==> config.mk <==
export PLATFORM = sky130hd
export DESIGN_NAME = event_encoder
export DESIGN_NICKNAME = d
export VERILOG_FILES = /design/src/rtl/event_encoder.sv
export SDC_FILE = /design/constraint.sdc
export NUM_CORES = 1
export LEC_CHECK = 0
export ABC_AREA = 0
export CAP_MARGIN = 20
export CORE_MARGIN = 10
export CORE_UTILIZATION = 35
export CTS_CLUSTER_DIAMETER = 40
export CTS_CLUSTER_SIZE = 24
export DETAILED_ROUTE_END_ITERATION = 7
export PLACE_DENSITY = 0.6
export SYNTH_ARGS = -nofsm -noshare
export SYNTH_HDL_FRONTEND = slang
export SYNTH_SLANG_ARGS = --single-unit
==> constraint.sdc <==
create_clock -name clk -period 2.1 [get_ports clk]
set_input_delay 0.42 -clock clk [delete_from_list [all_inputs] [get_ports clk]]
set_output_delay 0.42 -clock clk [all_outputs]
set_load 0.01 [all_outputs]
==> src/rtl/event_encoder.sv <==
// -----------------------------------------------------------------------------
// event_encoder
//
// Collects single-cycle event pulses on N request lines into a sticky pending
// register. It then emits the events one at a time as binary indices over a
// valid/ready stream. An event that arrives on a line which is already pending
// merges with the earlier one, and the overflow output pulses for one cycle.
//
// Optional feature macro: EVENT_ENC_RR_EN
//   undefined : fixed priority, the lowest pending index wins
//   defined   : round-robin selection starting at a pointer that advances
//               past each loaded index
//
// Ports
//   clk        in   clock, all state on the rising edge
//   rst_n      in   asynchronous active-low reset
//   req        in   [N]     event pulses, one event per set bit per cycle
//   out_valid  out  1       output slot holds an index
//   out_ready  in   1       consumer accepts the index this cycle
//   out_idx    out  [IDX_W] index presented in the slot
//   pending    out  [N]     captured events not yet loaded into the slot
//   overflow   out  1       pulse: an event merged into an already-pending line
// -----------------------------------------------------------------------------
module event_encoder #(
    parameter  int N     = 16,
    localparam int IDX_W = $clog2(N)
) (
    input  logic             clk,
    input  logic             rst_n,
    input  logic [N-1:0]     req,
    output logic             out_valid,
    input  logic             out_ready,
    output logic [IDX_W-1:0] out_idx,
    output logic [N-1:0]     pending,
    output logic             overflow
);

    logic [N-1:0]     r_pending;
    logic             r_valid;
    logic [IDX_W-1:0] r_idx;
    logic             r_overflow;

    logic             w_slot_free;
    logic             w_load;
    logic [IDX_W-1:0] w_winner;
    logic [N-1:0]     w_load_mask;
    logic [N-1:0]     w_pending_next;
    logic             w_overflow_next;

`ifdef EVENT_ENC_RR_EN
    logic [IDX_W-1:0] r_ptr;
    logic [IDX_W-1:0] w_cand;
`endif

    // The slot can take a new index when it is empty or is being drained.
    assign w_slot_free = ~r_valid | out_ready;
    assign w_load      = w_slot_free & (|r_pending);

    // The scan runs from the highest offset down to the lowest, so the last
    // hit is the first set bit in the scan order.
    always_comb begin
        w_winner = '0;
`ifdef EVENT_ENC_RR_EN
        w_cand = '0;
        for (int k = N - 1; k >= 0; k--) begin
            w_cand = r_ptr + IDX_W'(k);   // wraps modulo N because N is a power of two
            if (r_pending[w_cand]) begin
                w_winner = w_cand;
            end
        end
`else
        for (int k = N - 1; k >= 0; k--) begin
            if (r_pending[k]) begin
                w_winner = IDX_W'(k);
            end
        end
`endif
    end

    assign w_load_mask = w_load ? (N'(1) << w_winner) : '0;

    // A new event on a line wins over the clear of that line's pending bit.
    // An index that is loaded this cycle has left pending, so a new event on
    // that line re-arms the line without counting as a merge.
    assign w_pending_next  = (r_pending & ~w_load_mask) | req;
    assign w_overflow_next = |(req & r_pending & ~w_load_mask);

    always_ff @(posedge clk or negedge rst_n) begin
        if (!rst_n) begin
            r_pending  <= '0;
            r_valid    <= 1'b0;
            r_idx      <= '0;
            r_overflow <= 1'b0;
        end else begin
            r_pending  <= w_pending_next;
            r_overflow <= w_overflow_next;
            if (w_slot_free) begin
                r_valid <= w_load;
                if (w_load) begin
                    r_idx <= w_winner;
                end
            end
        end
    end

`ifdef EVENT_ENC_RR_EN
    always_ff @(posedge clk or negedge rst_n) begin
        if (!rst_n) begin
            r_ptr <= '0;
        end else if (w_load) begin
            r_ptr <= w_winner + IDX_W'(1);
        end
    end
`endif

    assign out_valid = r_valid;
    assign out_idx   = r_idx;
    assign pending   = r_pending;
    assign overflow  = r_overflow;

endmodule

==> metrics <==
GRT met2 Usage 25.49%; Final Max Slew Viols 0; Reg clk slew, reported paths 0.09 ns; number of antenna violations at the first check in global routing 0; class of the most critical setup path flip-flop to flip-flop; DR vias 1,588; Synth cell types 50; overall routing resource usage 14.37%; Die Span Y 83.45 um; Starting Density 35.73%; number of port buffers 40; Worst setup SP type flip-flop; root buf cell clkbuf_8; CP max FO 7; First-pass DRT Iterations 4; Tmin final 2.259 ns; most common cell after layout, fill and taps aside buf_4; Total Wirelength 5.111 mm; Clk network pwr share 40.4%; Worst Skew 0.01243 ns; Post-DP Area 2291 um2; RSZ-0062 raised after global routing true; switching share of power 22.95%; Slew @ Worst Pin 0.4600 ns; Psw 232.3 uW; vias per cell 5.258; Seq pwr share 43.9%; Avg Cell Area, Syn 9.392 um2; Crit. End Element flip-flop; share of cells above drive strength 1 43.25%; synthesized area 1409 um2; Comb power frac 15.6%; VDD IR max 359.0 uV; Non-Filler Instances 302; die area 6963 um2; Post-Syn Nets 169; final worst slack -0.1586 ns; Final period util 107.6%; CTS tree done; Req. time, crit path 2.24 ns; maximum clock path buffer count 2; LEAKAGE 1.046 nW; global placement routability congestion 0.9174; Setup violations, final 1; IO Count 41; Final Hold Viols 0; most frequent cells in the layout 64 x buf_4, 40 x clkdlybuf4s50_1, 17 x dfrtp_1, 13 x nor2_1, 10 x nand2_1; Fmax 0.4428 GHz; TritonCTS buffer count 3; core area 3943 um2; area growth from synthesis to layout 77.35%; Hold Path Class input pin to async pin; CP arrival 2.40 ns; vias in the first global route 1,676; Seq/Total Area, Yosys 39.08%; internal power 779.9 uW; met3 Usage GRT 2.832%; status complete, but fails checks; Remaining Overflow, GRT 0; relative slew slack 68.94%; failing checks setup timing; post-DR wirelength/cell 16.92 um; post-cts hold buffer count 0; placement row count 23; Worst-Skew Late Latency 0.28 ns; final non-filler cell area 2499 um2; Seq cells post-synth 22; first-pass GRT wire length 8.355 mm; Synth Instances 150; met1 GRT Util 16.87%; Final ANT Viol Nets 0; busiest metal layer after global routing met2; hpwl dp 4.067 mm; TritonCTS Sinks 22; DP Cell Count 292; largest net degree at the start of global routing 23; diodes inserted 0; DIE WIDTH 83.45 um; PwrDens 405.1 nW/um2; initial detailed-routing violation count 133; Max Cap Viol 0; Ys Warns 0; Nets 272; H-tree levels 1; drt drc 0
-- cell type report --
cell class	instances	area, um2
multi-input combinational	112	882.1
tap	50	62.56
timing repair buffer	105	892.1
clock inverter	1	30.03
sequential	22	556.8
fill	326	1444
clock buffer	3	41.29
inverter	9	33.78
-- routing by layer --
metal,up-vias,share of wire [%]
met5,-,0
met4,0,1.2
met3,4,5.0
met2,45,51
met1,777,43
li1,762,-
-- per-stage QoR --
step	utilization (%)	TNS (ns)	setup slack [ns]	total power [mW]	hold WS, ns
finish	63.38	-0.1586	-0.1586	1.012	0.4940
global route	63.38	-0.2223	-0.2223	1.046	0.5177
CTS	62.27	-0.1431	-0.1431	1.013	0.5040
detailed placement	58.11	-0.3835	-0.3251	0.6065	0.5080
global placement	58.11	-0.3849	-0.2990	0.6040	0.4939
floorplan	-	-0.01992	-0.01992	0.5070	0.1244
-- registers in the layout (all words and copies together) (netlist names) --
name and flops:
pending 16, out_valid 1, overflow 1, out_idx 4
-- kinds of logic after synthesis --
group | synth area share [%]
AOI/OAI and AO/OA | 29.84
buffers and inverters | 5.773
DFF | 39.08
muxes | 0.7992
and+or+nand+nor | 24.51
-- cells in the mapped netlist (all sizes together) --
cell type	count	share of area, %
o41a	1	0.80
mux2	1	0.80
a211oi	1	0.53
nor2	16	4.3
o311ai	3	3.1
a22oi	1	0.53
a21o	6	3.3
and3	1	0.44
buf	5	2.8
o21a	1	0.53
or4	2	1.3
nand2b	7	3.1
dfrtp	22	39
nor4	5	4.8
or3	1	0.44
clkbuf	2	0.53
nand4	1	0.44
nand3	5	2.5
a2111oi	1	1.1
a221oi	1	1.1
and2	1	0.62
nor2b	1	0.44
o211ai	4	2.1
o21ai	9	3.2
a22o	1	0.62
o31ai	2	1.4
o2bb2ai	1	0.62
nor3	4	1.8
nand2	13	3.5
inv	9	2.4
o211a	1	0.71
o21bai	4	2.1
or2	2	0.89
a31oi	2	0.89
a32oi	3	3.2
a32o	1	0.80
a21oi	9	3.2
-- worst max-delay path: stages (launching register included) --
cell       delay (ns)
dfrtp_2          0.48
buf_4            0.17
nor2_1           0.22
a32oi_4          0.20
a2111oi_4        0.41
o211a_1          0.19
nand4_1          0.09
or3_1            0.37
-- final timing paths --
kind / startpoint / endpoint / slack, ns / cells past startpoint
worst max register to register: pending[5]$_DFF_PN0_ / overflow$_DFF_PN0_ / -0.16 / 7
worst min-delay path: rst_n / pending[1]$_DFF_PN0_ / 0.49 / 2
min in group clk: out_idx[0]$_DFFE_PN0P_ / out_idx[0]$_DFFE_PN0P_ / 0.53 / 1
max in group asynchronous: rst_n / pending[7]$_DFF_PN0_ / 1.35 / 2
worst max-delay path: pending[5]$_DFF_PN0_ / overflow$_DFF_PN0_ / -0.16 / 7
worst min register to register: out_idx[0]$_DFFE_PN0P_ / out_idx[0]$_DFFE_PN0P_ / 0.53 / 1
-- power groups by stage --
stage,clock network (mW),logic [mW],registers [mW]
global placement,0,0.152,0.452
global route,0.428,0.173,0.445
finish,0.409,0.158,0.444
detailed placement,0,0.154,0.452
CTS,0.410,0.159,0.444
floorplan,0,0.0558,0.451
-- timing repair --
action,CTS,global route
setup buffers,3,3
setup endpoints to repair,2,1
gates resized for setup,17,5
pin swaps,5,3
Power figures use the tool's default switching activity.
